===== src/rtl/lsu_axi_lite_master_pkg.sv =====
// Shared types and codes for the LSU to AXI4-Lite bridge.
// Imported by the bridge top and its lane aligner.
package lsu_axi_lite_master_pkg;

  localparam logic [2:0] F3_B  = 3'b000;
  localparam logic [2:0] F3_H  = 3'b001;
  localparam logic [2:0] F3_W  = 3'b010;
  localparam logic [2:0] F3_D  = 3'b011;
  localparam logic [2:0] F3_BU = 3'b100;
  localparam logic [2:0] F3_HU = 3'b101;
  localparam logic [2:0] F3_WU = 3'b110;

  localparam logic [1:0] RESP_OKAY   = 2'b00;
  localparam logic [1:0] RESP_EXOKAY = 2'b01;
  localparam logic [1:0] RESP_SLVERR = 2'b10;
  localparam logic [1:0] RESP_DECERR = 2'b11;

  localparam logic [1:0] FLT_OK    = 2'b00;
  localparam logic [1:0] FLT_MISAL = 2'b01;
  localparam logic [1:0] FLT_BUS   = 2'b10;
  localparam logic [1:0] FLT_SIZE  = 2'b11;

  typedef enum logic [1:0] {
    ST_IDLE,
    ST_WR,
    ST_RD,
    ST_RESP
  } lsu_state_e;

  function automatic logic resp_err(input logic [1:0] r);
    return (r == RESP_SLVERR) || (r == RESP_DECERR);
  endfunction

endpackage


===== src/rtl/lsu_axi_lite_master_lane_align.sv =====
// Byte-lane steering: store shift and strobes,
// load shift with sign/zero extension.
module lsu_lane_align
  import lsu_axi_lite_master_pkg::*;
#(
  parameter int DATA_W = 64,
  localparam int SW = DATA_W / 8,
  localparam int OW = $clog2(SW)
) (
  input  logic [OW-1:0]     off,
  input  logic [2:0]        funct3,
  input  logic [DATA_W-1:0] wdata,
  input  logic [DATA_W-1:0] rdata,
  output logic [DATA_W-1:0] wdata_sh,
  output logic [SW-1:0]     wstrb,
  output logic [DATA_W-1:0] rdata_ext
);

  logic [OW+2:0]     bit_sh;
  logic [SW-1:0]     base;
  logic [DATA_W-1:0] rsh;

  assign bit_sh = {off, 3'b000};

  // store lanes: data and strobe shifted up to the byte offset
  always_comb begin
    base = '1;
    case (funct3[1:0])
      2'b00:   base = SW'(1);
      2'b01:   base = SW'(3);
      2'b10:   base = SW'(15);
      default: base = '1;
    endcase
    wdata_sh = wdata << bit_sh;
    wstrb    = base << off;
  end

  // load lanes: shift down, then extend to register width
  always_comb begin
    rsh       = rdata >> bit_sh;
    rdata_ext = rsh;
    case (funct3)
      F3_B:    rdata_ext = DATA_W'($signed(rsh[7:0]));
      F3_H:    rdata_ext = DATA_W'($signed(rsh[15:0]));
      F3_W:    rdata_ext = DATA_W'($signed(rsh[31:0]));
      F3_BU:   rdata_ext = DATA_W'(rsh[7:0]);
      F3_HU:   rdata_ext = DATA_W'(rsh[15:0]);
      F3_WU:   rdata_ext = DATA_W'(rsh[31:0]);
      default: rdata_ext = rsh;
    endcase
  end

endmodule


===== src/rtl/lsu_axi_lite_master.sv =====
// LSU request port to AXI4-Lite master bridge.
// One outstanding access; faults bypass the bus.
module lsu_axi_lite_master
  import lsu_axi_lite_master_pkg::*;
#(
  parameter int         DATA_W = 64,
  parameter int         ADDR_W = 32,
  parameter logic [2:0] PROT   = 3'b000
) (
  input  logic                clk,
  input  logic                rst,
  input  logic                req_valid,
  output logic                req_ready,
  input  logic                req_store,
  input  logic [2:0]          req_funct3,
  input  logic [ADDR_W-1:0]   req_addr,
  input  logic [DATA_W-1:0]   req_wdata,
  output logic                rsp_valid,
  output logic [DATA_W-1:0]   rsp_rdata,
  output logic [1:0]          rsp_fault,
  output logic [ADDR_W-1:0]   M_AXI_AWADDR,
  output logic [2:0]          M_AXI_AWPROT,
  output logic                M_AXI_AWVALID,
  input  logic                M_AXI_AWREADY,
  output logic [DATA_W-1:0]   M_AXI_WDATA,
  output logic [DATA_W/8-1:0] M_AXI_WSTRB,
  output logic                M_AXI_WVALID,
  input  logic                M_AXI_WREADY,
  input  logic [1:0]          M_AXI_BRESP,
  input  logic                M_AXI_BVALID,
  output logic                M_AXI_BREADY,
  output logic [ADDR_W-1:0]   M_AXI_ARADDR,
  output logic [2:0]          M_AXI_ARPROT,
  output logic                M_AXI_ARVALID,
  input  logic                M_AXI_ARREADY,
  input  logic [DATA_W-1:0]   M_AXI_RDATA,
  input  logic [1:0]          M_AXI_RRESP,
  input  logic                M_AXI_RVALID,
  output logic                M_AXI_RREADY
);

  localparam int SW = DATA_W / 8;
  localparam int OW = $clog2(SW);

  lsu_state_e        state;
  logic [ADDR_W-1:0] addr_q;
  logic [2:0]        f3_q;
  logic [DATA_W-1:0] wdata_q;
  logic [SW-1:0]     wstrb_q;
  logic              awvalid_q;
  logic              wvalid_q;
  logic              arvalid_q;
  logic              aw_done;
  logic              w_done;
  logic              b_done;
  logic              b_err;
  logic              rsp_valid_q;
  logic [DATA_W-1:0] rsp_rdata_q;
  logic [1:0]        rsp_fault_q;

  logic [OW-1:0]     off_sel;
  logic [2:0]        f3_sel;
  logic [DATA_W-1:0] wdata_sh;
  logic [SW-1:0]     wstrb;
  logic [DATA_W-1:0] rdata_ext;
  logic              illegal;
  logic              misal;
  logic [2:0]        amask;
  logic              aw_hs;
  logic              w_hs;
  logic              aw_all;
  logic              w_all;
  logic              b_all;
  logic              b_bad;

  // request fields while idle, latched access afterwards
  assign off_sel = (state == ST_IDLE) ?
                   req_addr[OW-1:0] : addr_q[OW-1:0];
  assign f3_sel  = (state == ST_IDLE) ? req_funct3 : f3_q;

  lsu_lane_align #(.DATA_W(DATA_W)) u_align (
    .off       (off_sel),
    .funct3    (f3_sel),
    .wdata     (req_wdata),
    .rdata     (M_AXI_RDATA),
    .wdata_sh  (wdata_sh),
    .wstrb     (wstrb),
    .rdata_ext (rdata_ext)
  );

  // size legality and natural alignment of the new request
  always_comb begin
    illegal = (req_store && req_funct3[2]) ||
              (!req_store && req_funct3 == 3'b111) ||
              (DATA_W == 32 && req_funct3[1:0] == 2'b11);
    amask = 3'b000;
    case (req_funct3[1:0])
      2'b00:   amask = 3'b000;
      2'b01:   amask = 3'b001;
      2'b10:   amask = 3'b011;
      default: amask = 3'b111;
    endcase
    misal = |(req_addr[2:0] & amask);
  end

  assign aw_hs  = awvalid_q && M_AXI_AWREADY;
  assign w_hs   = wvalid_q && M_AXI_WREADY;
  assign aw_all = aw_done || aw_hs;
  assign w_all  = w_done || w_hs;
  assign b_all  = b_done || M_AXI_BVALID;
  assign b_bad  = b_done ? b_err : resp_err(M_AXI_BRESP);

  // access sequencer with registered bus and response outputs
  always_ff @(posedge clk) begin
    if (rst) begin
      state       <= ST_IDLE;
      addr_q      <= '0;
      f3_q        <= '0;
      wdata_q     <= '0;
      wstrb_q     <= '0;
      awvalid_q   <= 1'b0;
      wvalid_q    <= 1'b0;
      arvalid_q   <= 1'b0;
      aw_done     <= 1'b0;
      w_done      <= 1'b0;
      b_done      <= 1'b0;
      b_err       <= 1'b0;
      rsp_valid_q <= 1'b0;
      rsp_rdata_q <= '0;
      rsp_fault_q <= FLT_OK;
    end else begin
      rsp_valid_q <= 1'b0;
      unique case (state)
        ST_IDLE: begin
          if (req_valid) begin
            addr_q  <= req_addr;
            f3_q    <= req_funct3;
            wdata_q <= wdata_sh;
            wstrb_q <= wstrb;
            aw_done <= 1'b0;
            w_done  <= 1'b0;
            b_done  <= 1'b0;
            b_err   <= 1'b0;
            if (illegal) begin
              state       <= ST_RESP;
              rsp_valid_q <= 1'b1;
              rsp_rdata_q <= '0;
              rsp_fault_q <= FLT_SIZE;
            end else if (misal) begin
              state       <= ST_RESP;
              rsp_valid_q <= 1'b1;
              rsp_rdata_q <= '0;
              rsp_fault_q <= FLT_MISAL;
            end else if (req_store) begin
              state     <= ST_WR;
              awvalid_q <= 1'b1;
              wvalid_q  <= 1'b1;
            end else begin
              state     <= ST_RD;
              arvalid_q <= 1'b1;
            end
          end
        end
        ST_WR: begin
          if (aw_hs) begin
            awvalid_q <= 1'b0;
            aw_done   <= 1'b1;
          end
          if (w_hs) begin
            wvalid_q <= 1'b0;
            w_done   <= 1'b1;
          end
          if (M_AXI_BVALID && !b_done) begin
            b_done <= 1'b1;
            b_err  <= resp_err(M_AXI_BRESP);
          end
          if (aw_all && w_all && b_all) begin
            state       <= ST_RESP;
            rsp_valid_q <= 1'b1;
            rsp_rdata_q <= '0;
            rsp_fault_q <= b_bad ? FLT_BUS : FLT_OK;
          end
        end
        ST_RD: begin
          if (M_AXI_ARREADY) arvalid_q <= 1'b0;
          if (M_AXI_RVALID) begin
            arvalid_q   <= 1'b0;
            state       <= ST_RESP;
            rsp_valid_q <= 1'b1;
            if (resp_err(M_AXI_RRESP)) begin
              rsp_rdata_q <= '0;
              rsp_fault_q <= FLT_BUS;
            end else begin
              rsp_rdata_q <= rdata_ext;
              rsp_fault_q <= FLT_OK;
            end
          end
        end
        ST_RESP: state <= ST_IDLE;
        default: state <= ST_IDLE;
      endcase
    end
  end

  assign req_ready     = (state == ST_IDLE);
  assign rsp_valid     = rsp_valid_q;
  assign rsp_rdata     = rsp_rdata_q;
  assign rsp_fault     = rsp_fault_q;
  assign M_AXI_AWADDR  = addr_q;
  assign M_AXI_AWPROT  = PROT;
  assign M_AXI_AWVALID = awvalid_q;
  assign M_AXI_WDATA   = wdata_q;
  assign M_AXI_WSTRB   = wstrb_q;
  assign M_AXI_WVALID  = wvalid_q;
  assign M_AXI_BREADY  = (state == ST_WR);
  assign M_AXI_ARADDR  = addr_q;
  assign M_AXI_ARPROT  = PROT;
  assign M_AXI_ARVALID = arvalid_q;
  assign M_AXI_RREADY  = (state == ST_RD);

endmodule


===== config.mk =====
export PLATFORM = sky130hd
export DESIGN_NAME = lsu_axi_lite_master
export DESIGN_NICKNAME = d
export VERILOG_FILES = /design/src/rtl/lsu_axi_lite_master_pkg.sv /design/src/rtl/lsu_axi_lite_master_lane_align.sv /design/src/rtl/lsu_axi_lite_master.sv
export SDC_FILE = /design/constraint.sdc
export NUM_CORES = 1
export LEC_CHECK = 0
export BUFFER_PORTS_ARGS = -buffer_cell sky130_fd_sc_hd__buf_2
export CAP_MARGIN = 5
export CORE_AREA = 3 3 153 155
export CTS_CLUSTER_SIZE = 14
export DETAILED_ROUTE_END_ITERATION = 16
export DIE_AREA = 0 0 156 158
export PLACE_DENSITY = 0.8
export SYNTH_ARGS = -nofsm -noshare
export SYNTH_HDL_FRONTEND = slang
export SYNTH_HIERARCHICAL = 1
export SYNTH_SLANG_ARGS = --single-unit

===== constraint.sdc =====
create_clock -name clk -period 6.3 [get_ports clk]
set_input_delay 0.63 -clock clk [delete_from_list [all_inputs] [get_ports clk]]
set_output_delay 0.63 -clock clk [all_outputs]
set_load 0.02 [all_outputs]

==> results.md, run 1 <==
- Hold path endpoint: M_AXI_AWVALID
- Worst Clk Skew: 14.2 ps
- Core Area: roughly 22,000 sq um
- Ys async rst share: 0
- Post-CTS Setup Inserts: 0
- HP Start: M_AXI_AWREADY
- DIE HEIGHT: 158 microns
- H-tree depth: 4
- TNS Setup: 0 ps
- Wire per inst: around 19 microns
- Most frequent cell after synthesis: nand2_1
- Slew headroom: 0.244
- Reg2reg end: rsp_rdata[52]
- Worst Reg-to-Reg Cells: 12
- #FFs+latches synth: 183
- CTS-repair resized insts: 0
- Largest net degree at the start of global routing: 120
- Chip width: 156 microns
- R2R Setup Slk: 1740 ps
- Final period util: 0.724
- Synth cell types: 61
- Main synth FF type: dfxtp_1
- Final setup violation count: 0
- Clk pin slew, worst setup/hold paths: 80 ps
- Worst-skew pair later-pin latency: about 430 ps
- Inst Count DP: 2,037
- Setup ws final: roughly 1700 ps
- Worst-Margin Slew: roughly 1100 ps
- GPL Wtd Cong: 1.01
- RSZ-0062 raised after global routing: false
- Hold Fails Final Rpt: 0
- Worst R2R Start: state[0]
- DR iter-0 viols: between 1,000 and 1,500
- Maximum vdd drop: 0.242 mV
- Cell Area, Placed: 13,200 sq um
- Hold_buf cts: 0
- Max frequency: about 0.22 GHz
- Clock Sinks: 183
- Worst Setup Path Type: flop to flop
- Die ar.: ~25,000 sq um
- Slew Viols, Final: 0
- Top cells by area, synth: dfxtp_1 (32%), mux2i_1 (16%), nand2_1 (15%), a21oi_1 (6.1%), nand2b_1 (4.1%)
- Synth cell count leaders: nand2_1 (449), dfxtp_1 (183), mux2i_1 (183)
- Cells after Synth: approximately 1,500
- Final HPWL DP: ~28,000 microns
- Hold crit path type: input port to flop
- Number of synthesis warnings: 6
- Max_cap viols: 0
- Num CTS Buffers: 17
- ANT nets after route: 0
- Crit path max fanout: between 60 and 70
- Synth Cell Area: around 12,000 sq um
- First-pass GRT wire length: 60,300 microns
- Area Growth Syn to Fin: 18.8%
- Status: complete, no violations
- CTS max path bufs: 2
- CTS tree: yes
- Nets@finish: 1,956
- LEAKAGE: 6.47 nW
- Total I/O pin count: 391
- Number of synthesized flops with an enable pin: 0
- Power Dens Cells: 423 nW/um^2
- Via count: ~12,000
- Effective utilization at floorplan: 0.529
- Final WL: 40,300 microns
- Critical path required time: 6650 ps
- Vias per std cell: a little under 6
- Port-buffer cells: 382
- Core Rows: 54
- Antenna violations before repair: 7
- Worst setup SP type: flop
- Remaining DRCs: 0
- Cell accounting for the most synthesized area: dfxtp_1
- Worst EP arrival: just under 5000 ps
- Fin cells: 2,071
- Hold Crit Depth: 2
- Area of the multi-input gates: 7140 sq um
- Crit path capture type: flop
- Share of cells above drive strength 1: 0.269
- Sequential fraction of the synthesis area: 0.315
- Gr ovfl total: 0
- Storage element area: 3660 sq um
- FILL cells: 1,961
- GRT Overall Usage: 0.305
- Placement Setup Slack: 1990 ps
- Share of the synthesized area in the top cell type: 0.315
- Design area: 13,800 sq um
- Post-layout min period: 4560 ps
- Root Driver: clkbuf_16
- Vias in the first global route: around 11,000
- Initial DRT Pass Iterations: 6
- Synth Area per Inst: 7.64 sq um
## power breakdown
part	total [mW]	switching, mW	internal [mW]
Sequential	1.47	0.113	1.36
Combinational	3.28	2.09	1.19
Clock	1.09	0.536	0.550
Total	5.84	2.74	3.10
## worst max-delay path: stages, from the launching register on
cell,delay (ps)
dfxtp_1,340
inv_1,110
ha_1,720
mux2_4,600
buf_4,430
nor2b_1,900
nand3_1,250
a311oi_1,400
nor3_2,60
buf_4,280
nand2_1,100
nand2_1,60
mux2i_1,170
## placed cells by master, fill, tap and decap left out, types with 28 or more instances in the layout
cell,n
nor2_1,53
mux2i_1,183
o21ai_1,38
dfxtp_1,183
buf_2,381
nand2_1,448
o22ai_1,28
a21oi_1,141
nand2b_1,77
## per-stage QoR
step	hold WS (ps)	utilization	total power [mW]
floorplan	434	-	3.94
global route	420	0.628	6.14
detailed placement	446	0.602	4.69
finish	438	0.628	5.84
global placement	439	0.602	4.64
CTS	415	0.628	5.79
## cell families after synthesis
kind of cell,Yosys count,share of synthesized area
adders and majority gates,4,0.00431
buffers and inverters,176,0.0764
AOI/OAI and AO/OA,281,0.145
other,1,0.000323
muxes,240,0.224
DFF,183,0.315
and+or+nand+nor,635,0.235
## state kept, by name, indices dropped and copies added, names as in the netlist
name,cells
M_AXI_ARADDR,32
M_AXI_ARVALID,1
M_AXI_AWVALID,1
M_AXI_WDATA,64
M_AXI_WSTRB,8
M_AXI_WVALID,1
aw_done,1
b_done,1
b_err,1
f3_q,3
rsp_fault,2
rsp_rdata,64
rsp_valid,1
state,2
w_done,1
## how the worst max path moves through the flow
stage | from | endpoint | slack, ps | cells after the start
3_3_place_gp | state[0] | rsp_rdata[50] | 2100 | 12
6_report | state[0] | rsp_rdata[52] | 1740 | 12
4_1_cts | state[0] | rsp_rdata[52] | 1900 | 12
5_1_grt | state[0] | rsp_rdata[56] | 1550 | 12
3_5_place_dp | state[0] | rsp_rdata[40] | 1990 | 12
2_1_floorplan | state[0] | rsp_rdata[17] | 3180 | 13
## cell type report
cell class,instances,share of cell area
multi-input cells,1166,0.517
flip-flops and latches,183,0.265
repair buffers,395,0.146
clock buffers,19,0.0328
well taps,280,0.0254
clock inverters,13,0.00961
inverters,13,0.00354
diodes,2,0.000363
## routing by layer
layer | part of all wire | routed length [microns] | vias to the layer above | track usage
met5 | 0.00087 | 35 | - | 0
met4 | 0.053 | 2150 | 6 | 0.165
met3 | 0.10 | 4200 | 147 | 0.0782
met2 | 0.46 | 18600 | 733 | 0.504
met1 | 0.38 | 15300 | 5599 | 0.366
li1 | - | - | 5604 | -
Power figures use the tool's default switching activity.
==> run 2, diff against run 1 <==
--- a/config.mk
+++ b/config.mk
@@ -5,13 +5,14 @@
 export SDC_FILE = /design/constraint.sdc
 export NUM_CORES = 1
 export LEC_CHECK = 0
+export ABC_AREA = 1
 export BUFFER_PORTS_ARGS = -buffer_cell sky130_fd_sc_hd__buf_2
 export CAP_MARGIN = 5
-export CORE_AREA = 3 3 153 155
+export CORE_MARGIN = 3
+export CORE_UTILIZATION = 47
 export CTS_CLUSTER_SIZE = 14
 export DETAILED_ROUTE_END_ITERATION = 16
-export DIE_AREA = 0 0 156 158
-export PLACE_DENSITY = 0.8
+export PLACE_DENSITY = 0.76
 export SYNTH_ARGS = -nofsm -noshare
 export SYNTH_HDL_FRONTEND = slang
 export SYNTH_HIERARCHICAL = 1
==> constraint.sdc (replaced) <==
create_clock -name clk -period 3.7 [get_ports clk]
set_input_delay 0.37 -clock clk [delete_from_list [all_inputs] [get_ports clk]]
set_output_delay 0.37 -clock clk [all_outputs]
set_load 0.02 [all_outputs]
==> run 2 against run 1 <==
Net effect:
- non-clock buffer count up 18
- wire length up 8.0%
- die area up 7.2%
- critical endpoint is now rsp_rdata[54]
- largest cell class unchanged
- highest routed layer is now met4
==> results.md, run 2 <==
- Root Driver: clkbuf_16
- Cell accounting for the most synthesized area: dfxtp_1
- ANT nets after route: 0
- Final WL: 43,500 microns
- Clock Sinks: 183
- Antenna violations before repair: 6
- Post-CTS Setup Inserts: 0
- R2R Setup Slk: 410 ps
- Remaining DRCs: 0
- Worst path top cell family by delay: simple AND/OR/NAND/NOR gates
- Final setup violation count: 0
- Crit path cell chain: inv_1, ha_1, o21ai_4, inv_6, nor2_8, nand3_1, nand2_1, nand3b_4, buf_4, nand4_1, inv_1, nor2_1, nor2_1, nor2_1
- Ys async rst share: 0
- Core Area: between 20,000 and 25,000 sq um
- GPL Wtd Cong: 1.01
- Effective utilization at floorplan: 0.485
- Storage element area: 3660 sq um
- Num CTS Buffers: 17
- Critical path required time: 4040 ps
- Max_cap viols: 0
- Hold path endpoint: M_AXI_ARADDR[15]
- Worst Clk Skew: 14.1 ps
- H-tree depth: 4
- Power Dens Cells: 962 nW/um^2
- Port-buffer cells: 382
- Most frequent cell after synthesis: nand2_1
- Largest net degree at the start of global routing: 117
- Vias per std cell: 5.28
- Worst-Margin Slew: 1030 ps
- #FFs+latches synth: 183
- Post-layout min period: 3290 ps
- Hold Crit Depth: 3
- Worst Setup Path Type: flop to flop
- Clk pin slew, worst setup/hold paths: 80 ps
- Buffers and inverters on the worst path: 4
- FILL cells: 2,486
- Crit path capture type: flop
- Area of the multi-input gates: 6430 sq um
- CTS max path bufs: 2
- Crit path max fanout: 17
- LEAKAGE: 7.15 nW
- GRT Overall Usage: 0.317
- Slew Viols, Final: 0
- Die ar.: 26,400 sq um
- Total I/O pin count: 391
- Slowest stage delay, CP: 620 ps
- Share of the synthesized area in the top cell type: 0.318
- Worst setup SP type: flop
- Maximum vdd drop: 0.438 mV
- Chip width: 163 microns
- Number of synthesized flops with an enable pin: 0
- Final HPWL DP: 32,800 microns
- Crit-path slowest cell: o21ai_4
- Inst Count DP: 2,469
- Max frequency: 0.304 GHz
- Fin cells: roughly 2,500
- Gr ovfl total: 0
- Main synth FF type: dfxtp_1
- Share of cells above drive strength 1: 0.226
- Hold Fails Final Rpt: 0
- Initial DRT Pass Iterations: 6
- Top cells by area, synth: dfxtp_1 (32%), nand2_1 (18%), nor2_1 (13%), o21ai_0 (10%), nand3_1 (3.6%)
- Worst EP arrival: 3630 ps
- Vias in the first global route: 11,924
- Hold crit path type: input port to flop
- Wire per inst: around 17 microns
- Synth Area per Inst: between 6 and 7 sq um
- Synth cell count leaders: nand2_1 (548), nor2_1 (404), o21ai_0 (236)
- Nets@finish: 2,349
- Sequential fraction of the synthesis area: 0.318
- Final period util: 0.890
- Slew headroom: 0.313
- Worst R2R Start: state[0]
- CTS tree: yes
- Status: complete, no violations
- RSZ-0062 raised after global routing: false
- Reg2reg end: rsp_rdata[54]
- Commonest non-fill, non-tap cell in the layout: nand2_1
- Most common cell on crit path: nor2_1
- Area Growth Syn to Fin: 20.1%
- First-pass GRT wire length: 66,300 microns
- CTS-repair resized insts: 0
- Synth cell types: 40
- TNS Setup: 0 ps
- Hold_buf cts: 0
- Core Rows: 56
- Commonest cells after routing, fill and taps aside: nand2_1 (547), nor2_1 (404), buf_2 (382)
- Number of synthesis warnings: 6
- Worst Reg-to-Reg Cells: 14
- DIE HEIGHT: 163 microns
- HP Start: req_addr[15]
- DR iter-0 viols: between 1,000 and 1,500
- Worst-skew pair later-pin latency: 450 ps
- Via count: 13,235
- Synth Cell Area: 11,500 sq um
- Cells after Synth: about 1,900
## run 2: cell count changes after synthesis, moves of 22 or more
cell | before | now
a21oi_1 | 141 | 21
and2_1 | 26 | 2
inv_1 | 12 | 109
mux2_2 | 28 | 0
mux2i_1 | 183 | 8
nand2_1 | 449 | 548
nand2b_1 | 77 | 0
nand3_1 | 3 | 82
nand4_1 | 3 | 25
nor2_1 | 53 | 404
o21ai_0 | 15 | 236
o21ai_1 | 38 | 11
## run 2: worst max-delay path by stage
stage	from	to	slack, ps	depth (start not counted)
3_5_place_dp	state[0]	rsp_rdata[54]	460	15
4_1_cts	state[0]	rsp_rdata[54]	460	15
5_1_grt	state[0]	rsp_rdata[54]	200	15
3_3_place_gp	state[0]	rsp_rdata[18]	590	15
2_1_floorplan	state[0]	rsp_rdata[36]	1000	16
6_report	state[0]	rsp_rdata[54]	410	14
## run 2: worst register-to-register path, stage by stage, from the launching register on
cell and delay [ps]:
dfxtp_1 390, inv_1 80, ha_1 430, o21ai_4 630, inv_6 190, nor2_8 290, nand3_1 110, nand2_1 110
nand3b_4 170, buf_4 260, nand4_1 150, inv_1 120, nor2_1 60, nor2_1 150, nor2_1 60
## run 2: cell families after synthesis
kind of cell,count (synthesis),synth area share
fa+ha+maj,4,0.00434
other cells,1,0.000325
mux,8,0.00695
simple gates,1104,0.394
compound gates,313,0.147
flops,183,0.318
buf+inv,293,0.130
## run 2: per-layer routing
metal	vias to the layer above	routed length [microns]	global-route usage
met4	0	1270	0.107
met2	691	18900	0.488
met1	5924	19000	0.443
met3	69	4290	0.0649
met5	-	0	0
li1	6551	-	-
## run 2: final cells by class
| type | instances | area share |
|---|---|---|
| clock inverter | 15 | 0.0159 |
| tap | 319 | 0.0288 |
| timing repair buffer | 413 | 0.161 |
| clock buffer | 17 | 0.0307 |
| antenna | 6 | 0.00108 |
| multi-input combinational | 1435 | 0.465 |
| inverter | 119 | 0.0329 |
| sequential | 183 | 0.265 |
## run 2: where the power goes
group	leakage, nW	internal (mW)	total (mW)	switching (mW)
combinational	5.33	2.53	8.34	5.81
sequential	1.51	2.61	2.97	0.364
clock	0.311	1.00	2.00	1.00
total	7.15	6.15	13.3	7.17
## run 2: stage by stage
step / instance area, sq um / utilization / setup WS, ps / power, mW / hold slack, ps
after global placement: 13200 / 0.555 / 587 / 11.1 / 434
after floorplan: 11500 / - / 998 / 9.03 / 424
after CTS: 13800 / 0.582 / 463 / 13.2 / 162
final: 13800 / 0.583 / 408 / 13.3 / 178
after detailed placement: 13200 / 0.555 / 458 / 11.2 / 448
after global routing: 13800 / 0.583 / 201 / 14.4 / 176
